$ cat src/rtl/mux_nto1_rr_pkg.sv
// Shared defaults and mode encodings for the N:1 registered round-robin mux.
package mux_pkg;

    localparam int unsigned N_DEFAULT = 4;
    localparam int unsigned W_DEFAULT = 8;

    localparam logic MODE_STATIC = 1'b0;
    localparam logic MODE_RR     = 1'b1;

endpackage

$ cat src/rtl/mux_nto1_rr_if.sv
// Producer-side valid/ready bundle plus the registered consumer channel of mux_nto1_rr.
interface mux_nto1_rr_if
    import mux_pkg::*;
#(
    parameter int unsigned N = N_DEFAULT,
    parameter int unsigned W = W_DEFAULT
) ();

    localparam int unsigned SELW = $clog2(N);

    logic [N-1:0]    in_valid;
    logic [N*W-1:0]  in_data;
    logic [N-1:0]    in_ready;
    logic            out_valid;
    logic [W-1:0]    out_data;
    logic [SELW-1:0] out_ch;
    logic            out_ready;

    modport master (
        output in_valid, in_data, out_ready,
        input  in_ready, out_valid, out_data, out_ch
    );

    modport slave (
        input  in_valid, in_data, out_ready,
        output in_ready, out_valid, out_data, out_ch
    );

endinterface

$ cat src/rtl/mux_nto1_rr_arbiter.sv
// Round-robin arbiter: searches req starting at ptr, and moves ptr past the winner on advance.
module rr_arbiter
    import mux_pkg::*;
#(
    parameter  int unsigned N    = N_DEFAULT,
    localparam int unsigned SELW = $clog2(N)
) (
    input  logic            clk,
    input  logic            rst_n,
    input  logic [N-1:0]    req,
    input  logic            advance,
    output logic [N-1:0]    grant_onehot,
    output logic [SELW-1:0] grant_idx,
    output logic            grant_vld
);

    logic [SELW-1:0] ptr;
    logic [SELW-1:0] ptr_nxt;
    int unsigned     j;

    // First requester in the order ptr, ptr+1, ..., N-1, 0, ..., ptr-1.
    always_comb begin
        grant_onehot = '0;
        grant_idx    = '0;
        grant_vld    = 1'b0;
        j            = 0;
        for (int unsigned k = 0; k < N; k++) begin
            j = (32'(ptr) + k) % N;
            if (!grant_vld && req[SELW'(j)]) begin
                grant_vld                 = 1'b1;
                grant_idx                 = SELW'(j);
                grant_onehot[SELW'(j)]    = 1'b1;
            end
        end
    end

    always_comb begin
        ptr_nxt = ptr;
        if (advance && grant_vld) begin
            ptr_nxt = (grant_idx == SELW'(N - 1)) ? '0 : grant_idx + SELW'(1);
        end
    end

    always_ff @(posedge clk or negedge rst_n) begin
        if (!rst_n) begin
            ptr <= '0;
        end else begin
            ptr <= ptr_nxt;
        end
    end

endmodule

$ cat src/rtl/mux_nto1_rr.sv
// N-input registered mux with valid/ready per channel; static select or round-robin arbitration.
module mux_nto1_rr
    import mux_pkg::*;
#(
    parameter  int unsigned N    = N_DEFAULT,
    parameter  int unsigned W    = W_DEFAULT,
    localparam int unsigned SELW = $clog2(N)
) (
    input  logic            clk,
    input  logic            rst_n,
    input  logic            mode,
    input  logic [SELW-1:0] sel,
    mux_nto1_rr_if.slave    bus
);

    logic            load_en;
    logic            transfer;
    logic            static_vld;
    logic [N-1:0]    static_onehot;
    logic            rr_vld;
    logic [N-1:0]    rr_onehot;
    logic [SELW-1:0] rr_idx;
    logic            grant_vld;
    logic [N-1:0]    grant_onehot;
    logic [SELW-1:0] grant;
    logic [W-1:0]    grant_data;

    logic            out_valid_q;
    logic [W-1:0]    out_data_q;
    logic [SELW-1:0] out_ch_q;

    assign load_en = !out_valid_q || bus.out_ready;

    // Static path: a sel with no matching channel (sel >= N) never grants.
    always_comb begin
        static_vld    = 1'b0;
        static_onehot = '0;
        for (int unsigned i = 0; i < N; i++) begin
            if (sel == SELW'(i) && bus.in_valid[i]) begin
                static_vld       = 1'b1;
                static_onehot[i] = 1'b1;
            end
        end
    end

    rr_arbiter #(.N(N)) u_arb (
        .clk          (clk),
        .rst_n        (rst_n),
        .req          (bus.in_valid),
        .advance      ((mode == MODE_RR) && transfer),
        .grant_onehot (rr_onehot),
        .grant_idx    (rr_idx),
        .grant_vld    (rr_vld)
    );

    always_comb begin
        grant_vld    = static_vld;
        grant_onehot = static_onehot;
        grant        = sel;
        if (mode == MODE_RR) begin
            grant_vld    = rr_vld;
            grant_onehot = rr_onehot;
            grant        = rr_idx;
        end
    end

    assign transfer     = load_en && grant_vld;
    assign bus.in_ready = load_en ? grant_onehot : '0;

    always_comb begin
        grant_data = '0;
        for (int unsigned i = 0; i < N; i++) begin
            if (grant == SELW'(i)) begin
                grant_data = bus.in_data[i*W +: W];
            end
        end
    end

    // Output register: load on transfer, otherwise drain when consumed; data/ch hold.
    always_ff @(posedge clk or negedge rst_n) begin
        if (!rst_n) begin
            out_valid_q <= 1'b0;
            out_data_q  <= '0;
            out_ch_q    <= '0;
        end else if (transfer) begin
            out_valid_q <= 1'b1;
            out_data_q  <= grant_data;
            out_ch_q    <= grant;
        end else if (bus.out_ready) begin
            out_valid_q <= 1'b0;
        end
    end

    assign bus.out_valid = out_valid_q;
    assign bus.out_data  = out_data_q;
    assign bus.out_ch    = out_ch_q;

endmodule

$ cat src/flat_wrapper.sv
// flat-port wrapper written by rule: the top's interface ports become plain ports
module mux_nto1_rr_flat import mux_pkg::*;
#(
    parameter  int unsigned N    = N_DEFAULT,
    parameter  int unsigned W    = W_DEFAULT,
    localparam int unsigned SELW = $clog2(N)
)
  (clk, rst_n, mode, sel, bus_in_valid, bus_in_data, bus_out_ready, bus_in_ready, bus_out_valid, bus_out_data, bus_out_ch);
  mux_nto1_rr_if #(.N(N), .W(W)) bus_i ();
  input  logic clk;
  input  logic rst_n;
  input  logic mode;
  input  logic [SELW-1:0] sel;
  input wire logic [$bits(bus_i.in_valid)-1:0] bus_in_valid;
  input wire logic [$bits(bus_i.in_data)-1:0] bus_in_data;
  input wire logic [$bits(bus_i.out_ready)-1:0] bus_out_ready;
  output wire logic [$bits(bus_i.in_ready)-1:0] bus_in_ready;
  output wire logic [$bits(bus_i.out_valid)-1:0] bus_out_valid;
  output wire logic [$bits(bus_i.out_data)-1:0] bus_out_data;
  output wire logic [$bits(bus_i.out_ch)-1:0] bus_out_ch;
  assign bus_i.in_valid = bus_in_valid;
  assign bus_i.in_data = bus_in_data;
  assign bus_i.out_ready = bus_out_ready;
  assign bus_in_ready = bus_i.in_ready;
  assign bus_out_valid = bus_i.out_valid;
  assign bus_out_data = bus_i.out_data;
  assign bus_out_ch = bus_i.out_ch;
  mux_nto1_rr #(.N(N), .W(W)) u_core (.clk(clk), .rst_n(rst_n), .mode(mode), .sel(sel), .bus(bus_i));
endmodule
$ cat config.mk
export PLATFORM = sky130hd
export DESIGN_NAME = mux_nto1_rr_flat
export DESIGN_NICKNAME = d
export VERILOG_FILES = /design/src/rtl/mux_nto1_rr_pkg.sv /design/src/rtl/mux_nto1_rr_if.sv /design/src/rtl/mux_nto1_rr_arbiter.sv /design/src/rtl/mux_nto1_rr.sv /design/src/flat_wrapper.sv
export SDC_FILE = /design/constraint.sdc
export NUM_CORES = 1
export LEC_CHECK = 0
export CORE_MARGIN = 10
export CORE_UTILIZATION = 47
export CTS_CLUSTER_DIAMETER = 200
export CTS_CLUSTER_SIZE = 8
export DETAILED_ROUTE_END_ITERATION = 8
export GPL_TIMING_DRIVEN = 0
export PLACE_DENSITY = 0.87
export SETUP_SLACK_MARGIN = 0.02
export SYNTH_ARGS = -nofsm -noshare
export SYNTH_HDL_FRONTEND = slang
export SYNTH_SLANG_ARGS = --single-unit
$ cat constraint.sdc
create_clock -name clk -period 3.6 [get_ports clk]
set_input_delay 0.72 -clock clk [delete_from_list [all_inputs] [get_ports clk]]
set_output_delay 0.72 -clock clk [all_outputs]
set_load 0.02 [all_outputs]
# ---- Word-level counts from Yosys, hierarchy flattened
# Index checks and enable logic that the tools add are counted.
dict set report word_totals {
  word_cells 94
  latchBits 0
  rom_bits 0
  register_bits 13
  memories 0
  in_bits 42
  mem_bits_rw 0
}
dict set report op_classes {
  bitwise_logic 3
  magnitude_cmp 8
  shifts 0
  n_reduce_logical 22
  eq_ne 7
  div 0
  muxes 46
  mul 0
  addsub 4
}
# cell count
set op_table {}
lappend op_table {{$mux W8} 4}
lappend op_table {{$mux W4} 6}
lappend op_table {{$mux W1} 22}
lappend op_table {{$logic_and A1 B1 Y1} 14}
lappend op_table {{$lt A2 B3 Y1 const B} 4}
lappend op_table {{$mux W2} 6}
lappend op_table {{$or A4 B4 Y4} 3}
lappend op_table {{$eq A2 B2 Y1 const B} 5}
lappend op_table {{$bmux W1 S2} 4}
lappend op_table {{$demux W1 S2} 4}
lappend op_table {{$ge A2 B1 Y1 const B} 4}
lappend op_table {{$add A2 B1 Y2 const B} 2}
lappend op_table {{$add A2 B2 Y2 const B} 2}
lappend op_table {{$eq A2 B1 Y1 const B} 2}
lappend op_table {{$logic_not A1 Y1} 4}
lappend op_table {{$logic_not A2 Y1} 2}
lappend op_table {{$reduce_bool A2 Y1} 1}
lappend op_table {{$logic_or A1 B1 Y1} 1}

# ---- Logic depth before layout (Yosys ltp)
dict set report logic_depth {
  ltp_word 18
  depth_mapped 10
  mapped_depth_nobuf 8
}

# ---- By module
# From an unflattened synthesis, not the netlist that was laid out.
dict set report hier_totals {
  hier_cells 112
  hier_area_um2 1300.0
}
# mod n_inst cells_per_inst area_each_um2
set by_module_without_submodules {}
lappend by_module_without_submodules {mux_nto1_rr 1 56 775.7}
lappend by_module_without_submodules {rr_arbiter 1 56 524.3}

# ---- Worst setup path after synthesis
# No wires, ideal clock.
dict set report synth_path {
  kind {register -> output}
  startpoint {register (tool-made name)}
  endpoint {output port bus_in_ready[0]}
  setup_slack_ns 0.264
  required_ns 2.880
  stages_incl_launch_ff 9
  arrival_ns 2.616
  cell_sequence {dfrtp_1 -> buf_2 -> inv_1 -> ha_1 -> or3_2 -> a21o_1 -> nand2_1 -> a221oi_1 -> nor3_1}
}
# element line_no
set synth_rtl {}
lappend synth_rtl {{end, declared} flat_wrapper.sv:17} ;# output wire logic [$bits(bus_i.in_ready)-1:0] bus_in_ready;

# ---- Final worst setup path
dict set report layout_path {
  startpoint {input port bus_in_valid[2]}
  endpoint {output port bus_in_ready[1]}
}
dict set report layout_via {
  elab_chain_len 14
}
# element line_no
set layout_lines {}
lappend layout_lines {{start, declared} flat_wrapper.sv:14} ;# input wire logic [$bits(bus_i.in_valid)-1:0] bus_in_valid;
lappend layout_lines {{$bmux W1 S2} mux_nto1_rr_arbiter.sv:29} ;# if (!grant_vld && req[SELW'(j)]) begin
lappend layout_lines {{$mux W1 (not written as such)} mux_nto1_rr_arbiter.sv:29}
lappend layout_lines {{$mux W1} mux_nto1_rr_arbiter.sv:29}
lappend layout_lines {{$logic_not A1 Y1} mux_nto1_rr_arbiter.sv:29}
lappend layout_lines {{$logic_and A1 B1 Y1} mux_nto1_rr_arbiter.sv:29}
lappend layout_lines {{$mux W1} mux_nto1_rr_arbiter.sv:29}
lappend layout_lines {{$logic_not A1 Y1} mux_nto1_rr_arbiter.sv:29}
lappend layout_lines {{$logic_and A1 B1 Y1} mux_nto1_rr_arbiter.sv:29}
lappend layout_lines {{$mux W1} mux_nto1_rr_arbiter.sv:29}
lappend layout_lines {{$logic_not A1 Y1} mux_nto1_rr_arbiter.sv:29}
lappend layout_lines {{$logic_and A1 B1 Y1} mux_nto1_rr_arbiter.sv:29}
lappend layout_lines {{$mux W4 (*)} mux_nto1_rr_arbiter.sv:29}
lappend layout_lines {{$mux W4 (*)} mux_nto1_rr.sv:60} ;# if (mode == MODE_RR) begin
lappend layout_lines {{$mux W4 (*)} mux_nto1_rr.sv:68} ;# assign bus.in_ready = load_en ? grant_onehot : '0;
# Mark *: on every way between the ends. The rest lies on a longest branch, timed or not. The select of a mux whose other input is x is not followed.

==> qor.csv <==
stage;metric;value;unit
synthesis;syn_nets;254;
setup_path;crit path DAT;2780;ps
route;residual DRC count;0;
run;max-capacitance violation count;0;
global_route;Overflow after GRT;0;
die;Die Wd;81.9;microns
sta;Final Max Slew Viols;0;
sta;clock skew;3.75;ps
placement;gpl congestion;0.885;
sta;final-report setup violation count;0;
sta;crit path time final;3500;ps
run_status;status;complete, no violations;
sta;RSZ-0062 raised after global routing;yes;
placement;PortBufs;55;
die;I/O pins;57;
route;drt via density;6.02;
synthesis;top cells by area, synth;dfrtp_1 18%, a221oi_1 5.8%, a211oi_2 5.6%;
clock_network;insertion delay to the later sink of the worst-skew pair;240;ps
synthesis;EDFF count, synth;0;
route;via count;1897;
sta;WHS;542;ps
setup_path;register-to-register setup slack;410;ps
setup_path;Worst setup endpoint;bus_in_ready[1];
synthesis;Seq cells post-synth;13;
clock_network;# H-tree levels;1;
route;Routed Antenna Nets;0;
setup_path;CP cell instances;clkdlybuf4s50_1 > buf_2 > mux4_2 > nor2b_4 > a221o_2 > a221oi_1 > nor3_1 > buf_4;
synthesis;most frequent cell after synthesis;nor2_1;
synthesis;most frequent cells after synthesis;20 x nor2_1, 13 x a31oi_1, 13 x dfrtp_1, 13 x inv_1, 13 x nand2_1;
synthesis;synthesized area;1800;sq um
synthesis;Synth area leader;dfrtp_1;
die;total die area;6710;sq um
setup_path;CP Capture Type;output pin;
setup_path;cell count along the critical path;8;
clock_network;CTS max path bufs;2;
synthesis;Yosys cell types;51;
final_layout;Syn-to-layout area delta;38.0;%
placement;placed wire-length estimate;4200;microns
synthesis;Ys Warns;0;
clock_network;Worst-path clk slew;60;ps
clock_network;CTS Buf Count;3;
clock_network;CTS tree;yes;
route;1st-pass router iterations;5;
final_layout;post-layout util;0.674;
setup_path;peak per-stage delay on the critical path;500;ps
pwr;Leakage;1.05;nW
sta;Max Fclk;286;MHz
global_route;largest net degree at the start of global routing;14;
setup_path;worst reg2reg path endpoint;u_core.bus.out_data[6];
sta;slew margin rel.;0.527;
synthesis;top-area cell type share of the netlist area;0.180;
final_layout;layout cells sized above 1;0.210;
placement;Place WS;-391;ps
pwr;Pwr Density;654;nW/um^2
setup_path;CP required;2880;ps
global_route;vias in the first global route;1692;
sta;count of final hold-check violations;0;
global_route;antenna violations before repair;0;
synthesis;post-synthesis instance total;205;
die;row count;22;
worst_hold_path;Hold WC Path Type;reg -> reg;
setup_path;Crit Path Max Fanout;10;
die;Die Height;81.9;microns
setup_path;Setup CP Type;in -> out;
synthesis;Seq/Total Area, Yosys;0.180;
synthesis;Mean Syn Cell Area;8.80;sq um
setup_path;WP buf/inv;3;
route;wire per inst;17.2;microns
synthesis;Synth async-reset ratio;1.00;
sta;Period Utilization, post-route;0.972;
global_route;total global-route track usage;0.154;
synthesis;Synth Flop Type;dfrtp_1;
clock_network;Root Driver;clkbuf_8;
route;DR iter-0 viols;142;
final_layout;non-filler cells, final;315;
setup_path;crit path launch type;input port;
route;final WL;5430;microns
sta;final setup margin;99.2;ps
final_layout;Post-layout nets;317;
pwr;Tot Pwr;0.00163;W
pwr;Peak VDD IR;0.438;mV
final_layout;ant diodes;0;
clock_network;clock sinks;13;
setup_path;crit path launch;bus_in_valid[2];
setup_path;Worst path top cell family by delay;buffers and inverters;
global_route;first-pass GRT wire length;8480;microns
placement;Cells after DPL;308;
die;initial core utilization;0.489;
sta;Worst-Margin Slew;701;ps
setup_path;CP max stage cell;mux4_2;
setup_path;r2r worst-path depth;11;
die;core area;3690;sq um
[registers in the layout, summed over array words and instances (netlist names), named ones only]
name / flops
u_core.bus.out_ch: 2
u_core.bus.out_data: 8
u_core.bus.out_valid: 1
u_core.u_arb.ptr: 1
[report_power, final]
group          switching, W  internal (W)
Clock             0.0000514     0.0000781
Sequential        0.0000435      0.000218
Combinational      0.000656      0.000578
Total              0.000751      0.000875
[what timing repair did]
action,CTS,global route
hold buffers,0,0
setup buffers,2,1
hold endpoints to repair,0,0
pin swaps,0,3
resized for setup,24,6
setup endpoints to repair,4,4
[stage by stage]
step / TNS, ps / cell area (sq um)
finish: 0 / 2490
global route: 0 / 2490
CTS: 0 / 2460
detailed placement: -1500 / 2410
global placement: -1460 / 2410
floorplan: 0 / 1800
[how the worst min path moves through the flow]
stage          slack (ps)            startpoint  depth (start not counted)                   end
2_1_floorplan         420                 rst_n                          0             async pin
3_3_place_gp          530  u_core.bus.out_ch[0]                          2  u_core.bus.out_ch[0]
3_5_place_dp          540  u_core.bus.out_ch[0]                          2  u_core.bus.out_ch[0]
4_1_cts               550  u_core.bus.out_ch[0]                          2  u_core.bus.out_ch[0]
5_1_grt               570  u_core.bus.out_ch[1]                          2  u_core.bus.out_ch[1]
6_report              540  u_core.bus.out_ch[0]                          2  u_core.bus.out_ch[0]
[per-layer routing]
| layer | up-vias | wire [microns] | track usage |
|---|---|---|---|
| met5 | - | 0 | 0 |
| met4 | 0 | 44 | 0.0408 |
| met3 | 2 | 419 | 0.0218 |
| met2 | 67 | 2580 | 0.228 |
| met1 | 891 | 2390 | 0.225 |
| li1 | 937 | - | - |
[cell usage in the layout (no fill, tap or decap), types with 8 or more instances in the layout]
cell type,netlist,routed
clkdlybuf4s50_1,0,51
nor2_1,20,20
nand2_1,13,13
a31oi_1,13,13
inv_1,13,12
dfrtp_1,13,12
a221oi_1,12,10
mux2i_1,10,10
o211a_1,10,10
buf_2,5,9
nand3_1,9,9
nand4_1,8,8
a211oi_2,8,8
[worst reg2reg max path: stages (launching register included)]
cell and delay (ps):
dfrtp_2 380, buf_4 190, clkinvlp_4 180, ha_2 430
mux4_2 330, buf_4 170, nor4_1 530, a211oi_1 220
buf_2 230, buf_2 200, nor2_1 150, a211oi_2 50
[cell families (layout without fill, tap and decap cells)]
family                     Yosys count  after routing  synth area share
adders and majority gates            7              7            0.0486
muxes                               18             18             0.141
AOI/OAI and AO/OA                   67             67             0.341
buffers and inverters               30             92            0.0812
and+or+nand+nor                     70             70             0.208
DFF                                 13             13             0.180
[final cells by class]
class / instances / area, sq um
multi-input cells: 162 / 1350
fillers: 295 / 1200
repair buffers: 58 / 556
flip-flops and latches: 13 / 327
plain buffers: 16 / 97.6
well taps: 48 / 60.1
inverters: 14 / 56.3
clock buffers: 4 / 45.0
No activity file was read; power rests on OpenSTA's default activity.
